### src/rtl/alu_pkg.sv
// Shared ALU definitions: sequencer state encodings and width helpers
// used by the multi-cycle arithmetic blocks.
package alu_pkg;

  localparam logic [1:0] ST_IDLE = 2'd0;
  localparam logic [1:0] ST_RUN  = 2'd1;
  localparam logic [1:0] ST_DONE = 2'd2;

  // Width of an iteration counter that must reach n-1.
  function automatic int cnt_width(input int n);
    return (n > 1) ? $clog2(n) : 1;
  endfunction

endpackage

### src/rtl/ADD.sv
// Ripple-carry adder built from explicit full-adder gates.
// The carry out of the top bit is discarded; callers widen the operands when they need it.
module ADD #(
  parameter int W = 8
) (
  input  logic [W-1:0] a,
  input  logic [W-1:0] b,
  output logic [W-1:0] s
);

  logic [W-1:0] c;

  assign c[0] = 1'b0;

  for (genvar i = 0; i < W; i++) begin : g_bit
    assign s[i] = a[i] ^ b[i] ^ c[i];
    if (i < W - 1) begin : g_carry
      assign c[i+1] = (a[i] & b[i]) | (c[i] & (a[i] ^ b[i]));
    end
  end

endmodule

### src/rtl/shift_add_mul.sv
// Unsigned N x N multiplier, one add-and-shift step per clock.
//   state | meaning
//   IDLE  | waiting for start, P holds the last product
//   RUN   | N add/shift iterations, busy=1
//   DONE  | one-cycle done pulse, then back to IDLE
module shift_add_mul
  import alu_pkg::*;
#(
  parameter int N = 32
) (
  input  logic           clk,
  input  logic           rst,
  input  logic           start,
  input  logic [N-1:0]   A,
  input  logic [N-1:0]   B,
  output logic           busy,
  output logic           done,
  output logic [2*N-1:0] P
);

  localparam int CW = cnt_width(N);

  logic [1:0]     state;
  logic [CW-1:0]  cnt;
  logic [N-1:0]   mcand;
  logic [2*N-1:0] prod;
  logic [N:0]     addend;
  logic [N:0]     sum;

  assign addend = prod[0] ? {1'b0, mcand} : '0;

  // N+1 bit add keeps the carry so the shift never loses the top bit.
  ADD #(.W(N + 1)) u_add (
    .a ({1'b0, prod[2*N-1:N]}),
    .b (addend),
    .s (sum)
  );

  always_ff @(posedge clk or posedge rst) begin
    if (rst) begin
      state <= ST_IDLE;
      cnt   <= '0;
      mcand <= '0;
      prod  <= '0;
    end else begin
      case (state)
        ST_IDLE: begin
          if (start) begin
            mcand <= A;
            prod  <= {{N{1'b0}}, B};
            cnt   <= '0;
            state <= ST_RUN;
          end
        end
        ST_RUN: begin
          prod <= {sum, prod[N-1:1]};
          cnt  <= cnt + CW'(1);
          if (cnt == CW'(N - 1)) state <= ST_DONE;
        end
        ST_DONE: state <= ST_IDLE;
        default: state <= ST_IDLE;
      endcase
    end
  end

  assign busy = (state == ST_RUN);
  assign done = (state == ST_DONE);
  assign P    = prod;

endmodule

### config.mk
export PLATFORM = sky130hd
export DESIGN_NAME = shift_add_mul
export DESIGN_NICKNAME = d
export VERILOG_FILES = /design/src/rtl/alu_pkg.sv /design/src/rtl/ADD.sv /design/src/rtl/shift_add_mul.sv
export SDC_FILE = /design/constraint.sdc
export NUM_CORES = 1
export LEC_CHECK = 0
export BUFFER_PORTS_ARGS = -buffer_cell sky130_fd_sc_hd__clkbuf_2
export CAP_MARGIN = 5
export CORE_UTILIZATION = 48
export CTS_CLUSTER_SIZE = 8
export DETAILED_ROUTE_END_ITERATION = 8
export GPL_ROUTABILITY_DRIVEN = 0
export HOLD_SLACK_MARGIN = 0.02
export PLACE_DENSITY = 0.77
export SETUP_SLACK_MARGIN = 0.02
export SYNTH_ARGS = -nofsm -noshare
export SYNTH_HDL_FRONTEND = slang
export SYNTH_SLANG_ARGS = --single-unit
### constraint.sdc
create_clock -name clk -period 13.2 [get_ports clk]
set_clock_uncertainty 0.2 [all_clocks]
set_input_delay 2.64 -clock clk [delete_from_list [all_inputs] [get_ports clk]]
set_output_delay 2.64 -clock clk [all_outputs]
set_load 0.03 [all_outputs]
==> impl_metrics.toml <==
[setup_path]
required_ps = 13250
cpPeakStageDelay_ps = 420
cpMaxStageDelayCell = "fa_1"
crit_top_cell = "fa_2"
cp_data_arrival_time_ps = 12840
critPathCaptureType = "flip-flop"
crit_path_start_kind = "flip-flop"
cp_max_fo = 2
critPathKind = "flip-flop to flip-flop"

[power_and_ir_drop]
power_density_nw_per_um2 = 290.2
p_leak_uw = 0.002864
total_power_uw = 1704
peakVddDrop_v = 0.0001186

[timing]
fin_ws_ps = 406.5
slew_violations = 0
tns_ps = 0
worst_slew_pin_slew_ps = 1024
max_freq_mhz = 78.16
hold_violations = 0
relSlewSlack = 0.3174
finalSetupViolCount = 0
final.period_utilization = 0.9692
hold_ws_ps = 281.3
rsz0062_at_grt = "false"
fin_crit_ps = 12790

[layout]
nets = 732
fillers = 868
area_growth_pct = 18.63
multi_input_comb_area_sq_um = 2121
layout_commonest_cell = "nand2_1"
final_core_util = 0.5953
num_antenna_cells = 0
mostFrequentLayoutCells = "135 x nand2_1, 132 x clkbuf_2, 102 x dfrtp_1"
drive_gt1_frac = 0.2787
seq_area_sq_um = 2579

[synth]
synth_top_family_by_area = "simple AND/OR/NAND/NOR gates"
yosys.area_share.adder = 0.1330
synth-xor-area-share = 0
synth.mux.area_fraction = 0.002022
ys_warn_count = 0
synth_area_sq_um = 4950
yosys.area_share.simple = 0.2010
synthCells = 514
synth_cell_types = 27
synth_compound_area_frac = 0.07963
syn_area_per_cell_sq_um = 9.630
ys_ff_latch = 103
synth_fp_nets = 615
ys_seq_area_frac = 0.5207

[job]
drv_cap = 0

[worst_hold_path]
holdCritPathClass = "flip-flop to flip-flop"

[floorplan]
die_w_microns = 103.5
initial_utilization = 0.5018
die_h_microns = 103.5
rows = 36
core_sq_um = 9864
dieArea_sq_um = 10720
io_pins = 133

[cts]
cts_buffer_depth = 2
ctsHoldBuffers = 0
cts_tree = "yes"
cts_setup_buffers = 0
cts_htree_levels = 3
clk_pin_slew_ps = 100
root_buffer = "clkbuf_8"
insertion_delay_ps = 360
cts_buffers = 9
clock_sinks = 103

[placed_design]
post-place-ws_ps = -314.1
hpwl_mm = 7.226
port_buffers = 132

[global_route]
antenna_found_initial = 0
grt_max_degree = 101
grt_overflow_total = 0
grt_pass1_vias = 3899
grt.total_usage = 0.2080
grt_first_pass_wirelength_mm = 18.00

[drt]
drcViolationCount = 0
viasPerCell = 5.031
finalWirelength_mm = 10.84
dr.pass1.iters = 4
via_count = 3864
postRouteAntennaNets = 0
avgRoutedWirePerCell_microns = 14.12
drt_iter0_markers = 212

[run_status]
status = "finished clean"
worst paths after layout:
kind | from | endpoint | slack [ps] | cells after the start
max in group asynchronous | rst | mcand[23] | 9560 | 3
worst max-delay path | P[0] | P[62] | 410 | 37
min in group asynchronous | rst | P[13] | 2140 | 2
worst min register to register | mcand[31] | mcand[31] | 280 | 2
worst min-delay path | mcand[31] | mcand[31] | 280 | 2
worst max register to register | P[0] | P[62] | 410 | 37
registers in the layout, indices dropped and copies added (netlist names):
name and cells:
P 64, state 2, cnt 5, mcand 32
stage by stage:
step | area, sq um | std cells
after floorplan | 4974 | 514
after global placement | 5655 | 753
after detailed placement | 5655 | 753
after CTS | 5854 | 768
after global routing | 5872 | 768
final | 5872 | 768
kinds of logic (layout without fill, tap and decap cells):
| family | Yosys count | count (layout) |
|---|---|---|
| simple gates | 243 | 243 |
| flops | 103 | 103 |
| compound gates | 69 | 69 |
| buf+inv | 64 | 185 |
| fa+ha+maj | 34 | 34 |
| mux | 1 | 1 |
synthesized netlist by cell type:
cell | count | area share
a21oi_1 | 3 | 0.0030
and3_1 | 1 | 0.0013
and3b_1 | 1 | 0.0018
nand2_1 | 135 | 0.10
and2_1 | 4 | 0.0051
nand2b_1 | 1 | 0.0013
buf_6 | 7 | 0.016
o31ai_1 | 1 | 0.0015
or3b_1 | 1 | 0.0018
mux2i_1 | 1 | 0.0020
o22ai_1 | 31 | 0.039
inv_1 | 32 | 0.024
clkinv_1 | 1 | 0.00076
nor2_1 | 62 | 0.047
dfrtp_1 | 103 | 0.52
nand3_1 | 35 | 0.035
nand4_1 | 1 | 0.0013
ha_1 | 3 | 0.0076
nor2b_1 | 1 | 0.0013
o21ai_0 | 32 | 0.032
fa_1 | 31 | 0.13
nor3b_2 | 1 | 0.0025
buf_2 | 9 | 0.0091
buf_4 | 3 | 0.0045
o21a_1 | 1 | 0.0015
clkbuf_1 | 12 | 0.0091
o21ba_2 | 1 | 0.0020
layout make-up:
type	count	share of cell area
Sequential cell	103	0.4392
Tap cell	133	0.02834
Timing Repair Buffer	137	0.1189
Multi-Input combinational cell	347	0.3612
Clock inverter	4	0.005114
Clock buffer	11	0.02578
Inverter	33	0.02152
critical path, delay by kind of cell, from the launching register on:
family        cells  cell delay [ps]
fa+ha+maj        32            11730
buf+inv           2              140
flops             1              370
simple gates      3              250
power breakdown:
part | total, uW | switching (uW) | internal [uW]
clock network | 188 | 109 | 78.8
registers | 600 | 118 | 482
logic | 916 | 604 | 312
timing repair:
item | in CTS | in global routing
cloned | 0 | 0
pin swaps | 0 | 0
resized for setup | 7 | 7
setup endpoints to repair | 3 | 2
metal layers:
metal  share of wire  track usage  up-vias
met2            0.49       0.3437      103
met4           0.012      0.05901        0
met5               0            0        -
li1                -            -     1873
met3           0.050      0.03965       11
met1            0.45       0.2819     1877
Note: power is estimated with default switching activity, not from simulation.
